[src/rtl/adc_sample_ctrl.sv]
`default_nettype none
// ============================================================================
//  Module   : adc_sample_ctrl
//  Purpose  : Conversion scheduler for the serial ADC receiver (adc_eq).
//             Generates a programmable-rate trigger, pulses the receiver
//             start, captures the 12-bit word on the receiver done strobe,
//             optionally averages 2^AVG_LOG2 conversions and presents a
//             registered sample with a one-cycle valid strobe.
//  Build    : define ADC_AVG_EN to build the averaging accumulator; without
//             it every accepted conversion is presented directly.
//  Ports    : clk_adc, rst_adc (sync, active-high)   clock / reset
//             en, period[15:0], clr_err              scheduling control
//             inicio                                 receiver start pulse
//             band_i, data_i[11:0], garg_i[3:0]      receiver result
//             sample_o[11:0], valid_o                output sample + strobe
//             busy_o, err_o, ovr_o                   status (err/ovr sticky)
//  Revision : 1.0 - initial release
// ============================================================================
module adc_sample_ctrl #(
   parameter int AVG_LOG2 = 2,
   parameter int TMO_CYC  = 32
) (
   input  logic        clk_adc,
   input  logic        rst_adc,
   input  logic        en,
   input  logic [15:0] period,
   input  logic        clr_err,
   output logic        inicio,
   input  logic        band_i,
   input  logic [11:0] data_i,
   input  logic [3:0]  garg_i,
   output logic [11:0] sample_o,
   output logic        valid_o,
   output logic        busy_o,
   output logic        err_o,
   output logic        ovr_o
);

   localparam int TMO_W = $clog2(TMO_CYC + 1);

   typedef enum logic [1:0] {
      S_IDLE  = 2'd0,
      S_START = 2'd1,
      S_CONV  = 2'd2
   } state_t;

   state_t             state;
   state_t             state_nxt;
   logic [15:0]        cnt;
   logic               pending;
   logic [TMO_W-1:0]   tmo;

   logic               tick;
   logic               start_conv;
   logic               got_band;
   logic               timeout;
   logic               idle_off;

   if (AVG_LOG2 < 0 || AVG_LOG2 > 4) begin : g_avg_range_bad
      $error("adc_sample_ctrl: AVG_LOG2 must be within 0..4");
   end

   assign tick       = en && (cnt == 16'd0);
   assign start_conv = (state == S_IDLE) && en && pending;
   assign got_band   = (state == S_CONV) && band_i;
   assign timeout    = (state == S_CONV) && !band_i &&
                       (tmo == TMO_W'(TMO_CYC - 1));
   assign idle_off   = (state == S_IDLE) && !en;

   // ------------------------------------------------------------------
   // Trigger generator. A tick arriving while the previous one is still
   // waiting is merged and flagged as an overrun.
   // ------------------------------------------------------------------
   always_ff @(posedge clk_adc) begin
      if (rst_adc) begin
         cnt     <= 16'd0;
         pending <= 1'b0;
      end else if (!en) begin
         cnt     <= 16'd0;
         pending <= 1'b0;
      end else begin
         if (cnt == 16'd0) begin
            // period 0 behaves as period 1
            cnt <= (period == 16'd0) ? 16'd0 : period - 16'd1;
         end else begin
            cnt <= cnt - 16'd1;
         end
         // a tick in the same cycle as the hand-off keeps the request alive
         if (tick) begin
            pending <= 1'b1;
         end else if (start_conv) begin
            pending <= 1'b0;
         end
      end
   end

   // ------------------------------------------------------------------
   // Control FSM
   // ------------------------------------------------------------------
   always_ff @(posedge clk_adc) begin
      if (rst_adc) begin
         state <= S_IDLE;
      end else begin
         state <= state_nxt;
      end
   end

   always_comb begin
      state_nxt = state;
      inicio    = 1'b0;
      busy_o    = 1'b1;
      case (state)
         S_IDLE: begin
            busy_o = 1'b0;
            if (start_conv) begin
               state_nxt = S_START;
            end
         end
         S_START: begin
            inicio    = 1'b1;
            state_nxt = S_CONV;
         end
         S_CONV: begin
            if (band_i || timeout) begin
               state_nxt = S_IDLE;
            end
         end
         default: begin
            busy_o    = 1'b0;
            state_nxt = S_IDLE;
         end
      endcase
   end

   // Watchdog on the receiver: counts CONV cycles without a done strobe.
   always_ff @(posedge clk_adc) begin
      if (rst_adc) begin
         tmo <= '0;
      end else if (state == S_START) begin
         tmo <= '0;
      end else if (state == S_CONV) begin
         tmo <= tmo + TMO_W'(1);
      end
   end

   // ------------------------------------------------------------------
   // Sticky status flags; a set event beats a simultaneous clear.
   // ------------------------------------------------------------------
   always_ff @(posedge clk_adc) begin
      if (rst_adc) begin
         err_o <= 1'b0;
         ovr_o <= 1'b0;
      end else begin
         if ((got_band && (garg_i != 4'd0)) || timeout) begin
            err_o <= 1'b1;
         end else if (clr_err) begin
            err_o <= 1'b0;
         end
         if (tick && pending) begin
            ovr_o <= 1'b1;
         end else if (clr_err) begin
            ovr_o <= 1'b0;
         end
      end
   end

   // ------------------------------------------------------------------
   // Sample path. data_i is only valid while band_i is high, so it is
   // consumed in that very cycle.
   // ------------------------------------------------------------------
`ifdef ADC_AVG_EN
   localparam int ACC_W = 12 + AVG_LOG2;
   localparam int N_W   = AVG_LOG2 + 1;

   logic [ACC_W-1:0] acc;
   logic [ACC_W-1:0] acc_sum;
   logic [N_W-1:0]   n;
   logic [N_W-1:0]   n_inc;

   assign acc_sum = acc + ACC_W'(data_i);
   assign n_inc   = n + N_W'(1);

   always_ff @(posedge clk_adc) begin
      if (rst_adc) begin
         acc      <= '0;
         n        <= '0;
         sample_o <= 12'd0;
         valid_o  <= 1'b0;
      end else begin
         valid_o <= 1'b0;
         if (got_band) begin
            if (n_inc == N_W'(1 << AVG_LOG2)) begin
               sample_o <= 12'(acc_sum >> AVG_LOG2);
               valid_o  <= 1'b1;
               acc      <= '0;
               n        <= '0;
            end else begin
               acc <= acc_sum;
               n   <= n_inc;
            end
         end else if (timeout || idle_off) begin
            // partial averages are discarded
            acc <= '0;
            n   <= '0;
         end
      end
   end
`else
   logic unused_ok;
   assign unused_ok = idle_off;

   always_ff @(posedge clk_adc) begin
      if (rst_adc) begin
         sample_o <= 12'd0;
         valid_o  <= 1'b0;
      end else begin
         valid_o <= 1'b0;
         if (got_band) begin
            sample_o <= data_i;
            valid_o  <= 1'b1;
         end
      end
   end
`endif

endmodule
`default_nettype wire

[config.mk]
export PLATFORM = sky130hd
export DESIGN_NAME = adc_sample_ctrl
export DESIGN_NICKNAME = d
export VERILOG_FILES = /design/src/rtl/adc_sample_ctrl.sv
export SDC_FILE = /design/constraint.sdc
export NUM_CORES = 1
export LEC_CHECK = 0
export BUFFER_PORTS_ARGS = -buffer_cell sky130_fd_sc_hd__buf_2
export CAP_MARGIN = 20
export CORE_MARGIN = 1.5
export CORE_UTILIZATION = 41
export DETAILED_ROUTE_END_ITERATION = 8
export HOLD_SLACK_MARGIN = 0.15
export PLACE_DENSITY = 0.72
export REMOVE_ABC_BUFFERS = 1
export SLEW_MARGIN = 20
export SYNTH_ARGS = -nofsm -noshare
export SYNTH_HDL_FRONTEND = slang
export SYNTH_SLANG_ARGS = --single-unit
[constraint.sdc]
create_clock -name clk_adc -period 1.7 [get_ports clk_adc]
set_input_delay 0.34 -clock clk_adc [delete_from_list [all_inputs] [get_ports clk_adc]]
set_output_delay 0.34 -clock clk_adc [all_outputs]
set_load 0.05 [all_outputs]
==> run metrics, run 1 <==
critical-path maximum fanout=5; Placed Area=2846 µm²; die area=5784 µm²; CTS Root Cell=clkbuf_8; Slew Limit Fails=0; Max-slew headroom=0.7210; Routability Congestion=0.8297; Seq cells post-synth=40; vias in the first global route=2134; Final Skew=7.418 ps; fin crit share=0.9906; Avg Inst Size Synth=7.958 µm²; sequential power share=0.260; CTS tree=built; Via density=5.119; GRT Total Usage=0.1905; critical setup path kind=reg -> reg; combinational share of power=0.582; reg2reg end=cnt[13]; slowest cell on the critical path=or3_1; sequential element share of the synthesized area=0.3659; final core occ=0.6010; Placed Cells incl. Taps=434; CP endpoint=cnt[13]; WL per Instance=12.83 µm; WP data required=1880 ps; filler cell count=449; Setup Viol. Count Final=0; worst hold slack=286.9 ps; peak supply drop=0.6862 mV; Reg clk slew, reported paths=80 ps; flop2flop setup slack=20 ps; Worst Reg2Reg Path Length in Cells=6; CP Capture Type=register; Initial Util=0.4258; Post-Synthesis Cells=275; CTS buffer count=5; mapped cell area=2188 µm²; HP Start=data_i[9]; Sw Ratio=0.3938; Routed WL=5695 µm; initial DRC count=87; IO Port Bufs=53; status=finished clean; Worst R2R Start=cnt[6]; crit-path max cell delay=390 ps; hold crit path type=in -> reg; Rows=26; LEAKAGE=1.320 nW; measured slew at the worst slew-check pin=417.5 ps; share of cells above drive strength 1=0.3743; Tmin final=1684 ps; H-tree Lvls=2; Main synth FF type=dfxtp_1; PD cells=1550 nW/µm²; ys async rst share=0; Finished Layout Cells=444; hold-critical path depth=3; die height=76.06 µm; crit-path cells=nor4_2, buf_4, nand2_1, or3_1, mux2i_1, o22ai_1; hold-fix buffers at CTS=0; Netlist cell types=47; final antenna-violating net count=0; Initial DRT Pass Iterations=4; via count=2273; pin count of the biggest net entering global routing=19; Worst setup SP type=register; final-stage net count=417; P_sw=1.885 mW; hpwl dp=4194 µm; Skew-Pair Late Insertion Delay=290 ps; P_int=2.903 mW; Critical Path Source=cnt[6]; RSZ-0062 raised after global routing=yes; Die X=76.06 µm; MaxCap Viol Count=0; clock network fraction of total power=0.158; total grt overflow=0; CP arrival=1870 ps; P&R area growth vs syn=41.17%; ant diodes=0; IO Pins=54; max frequency=0.5938 GHz; Ys Warns=0; first-pass GRT wire length=9025 µm; Longest Clk Path Bufs=2; number of antenna violations at the first check in global routing=0; Core Footprint=5140 µm²; drc violations=0; Final Cell Area=3089 µm²; Final Hold Vio Count=0; Post-synth EDFFs=0; clock sink total=40
[metal layers]
| metal | GRT usage | share of wire | vias up |
|---|---|---|---|
| met5 | 0 | 0 | - |
| met4 | 0.05370 | 0.016 | 0 |
| met3 | 0.04790 | 0.063 | 10 |
| met2 | 0.3360 | 0.48 | 80 |
| met1 | 0.2294 | 0.44 | 1024 |
| li1 | - | - | 1159 |
[how the worst min path moves through the flow]
stage / endpoint / slack [ps]
finish: sample_o[9] / 290
global route: sample_o[1] / 280
CTS: sample_o[9] / 280
detailed placement: sample_o[11] / 450
global placement: sample_o[6] / 440
floorplan: err_o / 410
[cells by family (layout without fill, tap and decap cells)]
logic type               count (synthesis)  count (layout)  share of synthesized area
AND/OR/NAND/NOR                        132             132                     0.3105
AO/OA/AOI/OAI                           52              52                     0.1418
flip-flops                              40              40                     0.3659
XOR/XNOR                                21              21                    0.08405
buffers and inverters                   17             116                    0.03031
adder cells (fa/ha/maj)                  7               7                    0.04002
multiplexers                             6               6                    0.02745
[flip-flops by register name (all words and copies together) (netlist names)]
name / count
cnt: 16
err_o: 1
ovr_o: 1
pending: 1
sample_o: 12
state: 2
tmo: 6
valid_o: 1
[power by group through the flow]
| stage | Sequential (mW) | Clock [mW] | Combinational, mW |
|---|---|---|---|
| 6_report | 1.24 | 0.755 | 2.79 |
| 5_1_grt | 1.26 | 0.820 | 3.07 |
| 4_1_cts | 1.21 | 0.772 | 2.44 |
| 3_5_place_dp | 1.22 | 0 | 2.32 |
| 3_3_place_gp | 1.22 | 0 | 2.28 |
| 2_1_floorplan | 1.22 | 0 | 1.35 |
[repair_timing]
item,CTS,global route
pin swaps,0,5
setup endpoints to repair,12,16
buffers inserted,0,2
gates resized for setup,7,27
[placed cells by master, fill, tap and decap left out, types with 3 or more instances in the layout]
cell,synthesis,final
o21ai_1,0,3
xnor2_1,7,7
inv_1,7,5
ha_1,7,6
a21oi_2,0,3
xor2_1,14,14
nand4_1,4,4
dfxtp_2,0,5
nand2_1,43,43
nor4_1,4,3
or3_1,5,4
nor2_1,28,26
mux2i_1,6,6
nand3_1,11,11
nand2b_1,5,5
a21oi_1,29,26
buf_4,0,46
buf_2,2,53
clkbuf_8,0,5
o21ai_0,7,4
dfxtp_1,40,34
nor3_1,13,10
[synthesized netlist by cell type (all sizes together), types with 2 or more instances]
master  number  area share
nand2       43       0.074
ha           7       0.040
dfxtp       40        0.37
nand4        4       0.011
clkbuf       8       0.014
nand2b       5       0.014
buf          2      0.0046
or4          3       0.012
xor2        14       0.056
nor3        13       0.030
or2          2      0.0057
a311o        2      0.0091
a21oi       29       0.066
nor3b        2      0.0091
xnor2        7       0.028
nor4         6       0.027
inv          7       0.012
nor2        28       0.048
nand3       12       0.033
and2         2      0.0057
mux2i        6       0.027
o21ai        7       0.016
nor2b        2      0.0057
or3          5       0.014
o22ai        2      0.0057
[critical path, delay by kind of cell (launching register included)]
family	cells	cell delay (ps)
mux	1	180
flops	1	370
compound gates	1	90
simple gates	3	780
buf+inv	1	170
[per-stage QoR]
step | setup TNS [ps] | worst slack, ps | power, mW
finish | 0 | 16.00 | 4.788
global route | -541.7 | -79.35 | 5.143
CTS | 0 | 4.458 | 4.418
detailed placement | -1886 | -189.3 | 3.542
global placement | -1428 | -162.6 | 3.499
floorplan | -632.6 | -166.3 | 2.577
[cell type report]
class / instances / area [µm²] / area share
inverters: 7 / 26.28 / 0.008505
clock buffers: 6 / 72.57 / 0.02349
multi-input cells: 218 / 1424 / 0.4609
well taps: 70 / 87.58 / 0.02835
repair buffers: 101 / 633.1 / 0.2049
flip-flops and latches: 40 / 810.8 / 0.2625
clock inverters: 2 / 35.03 / 0.01134
(Power assumes the default switching activity.)
==> run 2, diff against run 1 <==
- CELL_PAD_IN_SITES_DETAIL_PLACEMENT: not set -> 0
- CELL_PAD_IN_SITES_GLOBAL_PLACEMENT: not set -> 1
- CORE_UTILIZATION: 41 -> 35
- CTS_CLUSTER_SIZE: not set -> 14
- PLACE_DENSITY: 0.72 -> 0.82
==> run metrics, run 2 (synthesis results as in run 1) <==
status=finished clean; measured slew at the worst slew-check pin=435.5 ps; CTS buffer count=5; CTS tree=built; HP Start=rst_adc; GRT busiest layer=met2; MaxCap Viol Count=0; most frequent cells in the layout=buf_2 (53), buf_4 (45), nand2_1 (43), dfxtp_1 (35); peak supply drop=0.6706 mV; Pwr Total=4.826 mW; Reg clk slew, reported paths=90 ps; Longest Clk Path Bufs=2; Tmin final=1683 ps; P&R area growth vs syn=42.20%; max reg flops=16; max frequency=0.5942 GHz; Slew Limit Fails=0; final antenna-violating net count=0; Worst R2R Start=cnt[5]; drc violations=0; die area=6735 µm²; Largest regs=cnt (16), sample_o (12), tmo (6); CP endpoint=cnt[11]; RSZ-0062 raised after global routing=yes; Final Skew=7.506 ps; Initial Util=0.3653; met2 Use GR=0.2967; Routed WL=5669 µm; Rows=28; commonest non-fill, non-tap cell in the layout=buf_2; Skew-Pair Late Insertion Delay=290 ps; Routability Congestion=0.8946; H-tree Lvls=2; final-stage net count=417; Final Hold Vio Count=0; critical-path maximum fanout=4; final core occ=0.5194; initial DRC count=45; GRT Total Usage=0.1690; die height=82.07 µm; Via density=4.971; met1 Usage GRT=0.2032; WL per Instance=12.63 µm; worst hold slack=240.7 ps; Worst Reg2Reg Path Length in Cells=5; flop2flop setup slack=20 ps; reg2reg end=cnt[11]; hold crit path type=in -> reg; pin count of the biggest net entering global routing=18; IO Port Bufs=53; total grt overflow=0; via count=2232; CTS Root Cell=clkbuf_8; ant diodes=0; number of antenna violations at the first check in global routing=0; clock sink total=40; critical setup path kind=reg -> reg; hold-fix buffers at CTS=0; IO Pins=54; share of cells above drive strength 1=0.3717; met3 track utilization from global routing=0.03222; Reg with most FFs=cnt; LEAKAGE=1.323 nW; first-pass GRT wire length=8728 µm; vias in the first global route=2024; hpwl dp=4307 µm; Setup Viol. Count Final=0; PD cells=1551 nW/µm²; Initial DRT Pass Iterations=4; Max-slew headroom=0.7089; CP Capture Type=register; Core Footprint=5991 µm²; CP arrival=1870 ps; fin crit share=0.9899; setup TNS=0 ps; Worst setup SP type=register; WP data required=1890 ps; Die X=82.07 µm; Critical Path Source=cnt[5]
==> run 2: cell count changes in the layout (fill, tap and decap cells not counted), sizes merged <==
cell      before  now
inv            7    8
clkinv         1    0
clkinvlp       0    1
clkbuf         6    5
==> run 2: power breakdown <==
group | switching, mW | internal, mW
Combinational | 1.39 | 1.38
Sequential | 0.163 | 1.09
Clock | 0.359 | 0.442
==> run 2: area by class of cell <==
cell class | count | area, µm²
timing repair buffer | 101 | 636.9
clock buffer | 5 | 68.82
fill | 591 | 2879
tap | 75 | 93.84
multi-input combinational | 218 | 1430
inverter | 7 | 26.28
clock inverter | 3 | 46.29
sequential | 40 | 809.5
==> run 2: worst min-delay path by stage <==
stage                        to  slack, ps  cells past startpoint
floorplan                 err_o        410                      1
detailed placement  sample_o[3]        450                      2
finish                    ovr_o        240                      2
global route              ovr_o        250                      2
CTS                       ovr_o        230                      2
global placement    sample_o[7]        440                      2
==> run 2: metrics by stage <==
stage | std cells | setup WS, ps | area, µm²
2_1_floorplan | 265 | -166.3 | 2148
3_3_place_gp | 439 | -177.3 | 2853
3_5_place_dp | 439 | -196.2 | 2853
4_1_cts | 447 | -0.05485 | 2989
5_1_grt | 449 | -60.04 | 3112
6_report | 449 | 17.11 | 3112
==> run 2: worst max-delay path, stage by stage (launching register included) <==
cell and delay [ps]:
dfxtp_4 370, or4_4 560, or3_4 350, nor2_1 90, a21oi_1 70, nor3b_2 150
==> run 2: metal layers <==
| metal | wire length [µm] | share of wire |
|---|---|---|
| met1 | 2615 | 0.46 |
| met2 | 2644 | 0.47 |
| met3 | 318 | 0.056 |
| met4 | 91 | 0.016 |
| met5 | 0 | 0 |
==> run 2: repair_timing <==
item	4_1_cts	5_1_grt
setup endpoints to repair	12	13
buffers inserted	0	2
pin swaps	1	9
gates resized for setup	7	26
==> run 3, diff against run 2 <==
- CORE_UTILIZATION: 35 -> 36
- CTS_BUF_LIST: not set -> sky130_fd_sc_hd__clkbuf_8
- PLACE_DENSITY: 0.82 -> 0.84
==> run metrics, run 3 (synthesis results as in run 1) <==
status=finished clean; final-stage net count=417; P&R area growth vs syn=41.34%; Critical Path Source=cnt[7]; Slew Limit Fails=0; die area=6555 µm²; Largest regs=cnt (16), sample_o (12), tmo (6); clock sink total=40; WL per Instance=12.63 µm; fin crit share=0.9826; crit-path cells=or4_4, or3_1, nor2_1, a21oi_1, nor3b_2; met2 Use GR=0.2983; critical setup path kind=reg -> reg; max reg flops=16; Setup Viol. Count Final=0; PD cells=1569 nW/µm²; Routed WL=5672 µm; Skew-Pair Late Insertion Delay=300 ps; CP Capture Type=register; RSZ-0062 raised after global routing=yes; crit-path max cell delay=550 ps; total grt overflow=0; GRT busiest layer=met2; IO Pins=54; Reg with most FFs=cnt; die height=80.97 µm; slowest cell on the critical path=or4_4; CTS Root Cell=clkbuf_8; WP data required=1900 ps; Tmin final=1670 ps; first-pass GRT wire length=8783 µm; pin count of the biggest net entering global routing=20; met3 track utilization from global routing=0.02697; Initial DRT Pass Iterations=4; Worst path top cell family by delay=simple AND/OR/NAND/NOR gates; Final Cell Area=3093 µm²; share of cells above drive strength 1=0.3636; Routability Congestion=0.8373; initial DRC count=56; CTS buffer count=5; filler cell count=575; hpwl dp=4251 µm; H-tree Lvls=2; Core Footprint=5886 µm²; IO Port Bufs=53; most frequent cells in the layout=buf_2 (53), buf_4 (46), nand2_1 (43), dfxtp_1 (36), a21oi_1 (28); drc violations=0; peak supply drop=0.6974 mV; vias in the first global route=2046; Rows=28; HP Start=data_i[0]; number of antenna violations at the first check in global routing=0; final core occ=0.5255; GRT Total Usage=0.1730; CTS tree=built; CP arrival=1870 ps; Die X=80.97 µm; final antenna-violating net count=0; hold crit path type=in -> reg; met1 Usage GRT=0.2103; critical-path maximum fanout=4; setup TNS=0 ps; Placed Cells incl. Taps=438; LEAKAGE=1.323 nW; ant diodes=0; Worst R2R Start=cnt[7]; Placed Area=2845 µm²; Final Hold Vio Count=0; Final Skew=10.36 ps; Worst setup SP type=register; Critical path buffers and inverters=0; commonest non-fill, non-tap cell in the layout=buf_2; Reg clk slew, reported paths=80 ps; MaxCap Viol Count=0; measured slew at the worst slew-check pin=446.1 ps; max frequency=0.5986 GHz; Finished Layout Cells=449; hold-fix buffers at CTS=0; via count=2231; Initial Util=0.3718; Max-slew headroom=0.7019; Longest Clk Path Bufs=2; Via density=4.969
==> run 3: through the flow <==
step / worst slack (ps) / power, mW / hold WS (ps)
floorplan: -166.3 / 2.577 / 409.1
global placement: -209.0 / 3.563 / 439.4
detailed placement: -218.6 / 3.579 / 447.4
CTS: 4.847 / 4.519 / 278.1
global route: -87.67 / 5.174 / 287.8
finish: 29.51 / 4.851 / 281.1
==> run 3: final timing paths <==
path                                    end  cells past startpoint  slack, ps
worst max-delay path                cnt[11]                      5         30
worst min-delay path            sample_o[0]                      3        280
worst max register to register      cnt[11]                      5         30
worst min register to register  sample_o[5]                      2        460
==> run 3: repair_timing <==
action | CTS | global route
hold endpoints to repair | 0 | 0
pin swaps | 0 | 4
cloned | 0 | 0
setup buffers | 0 | 3
gates resized for setup | 6 | 22
setup endpoints to repair | 7 | 15
==> run 3: worst min-delay path, delay by kind of cell <==
| kind | cells | cell delay [ps] |
|---|---|---|
| buffers and inverters | 1 | 100 |
| AOI/OAI and AO/OA | 1 | 50 |
| and+or+nand+nor | 1 | 40 |
==> run 3: area by class of cell <==
type	count	area (µm²)	area share
Tap cell	75	93.84	0.03034
Timing Repair Buffer	101	633.1	0.2047
Multi-Input combinational cell	218	1408	0.4551
Clock inverter	1	30.03	0.009709
Sequential cell	40	805.8	0.2605
Inverter	7	26.28	0.008495
Clock buffer	7	96.34	0.03115
==> run 3: power by group <==
part	leakage, nW	switching (mW)	internal (mW)
Clock	0.0645	0.332	0.518
Sequential	0.326	0.137	1.09
Combinational	0.933	1.39	1.38
Total	1.32	1.86	2.99
==> run 3: routing by layer <==
layer | share of wire | vias up
li1 | - | 1163
met4 | 0.015 | 0
met1 | 0.44 | 987
met3 | 0.058 | 7
met2 | 0.48 | 74
met5 | 0 | -
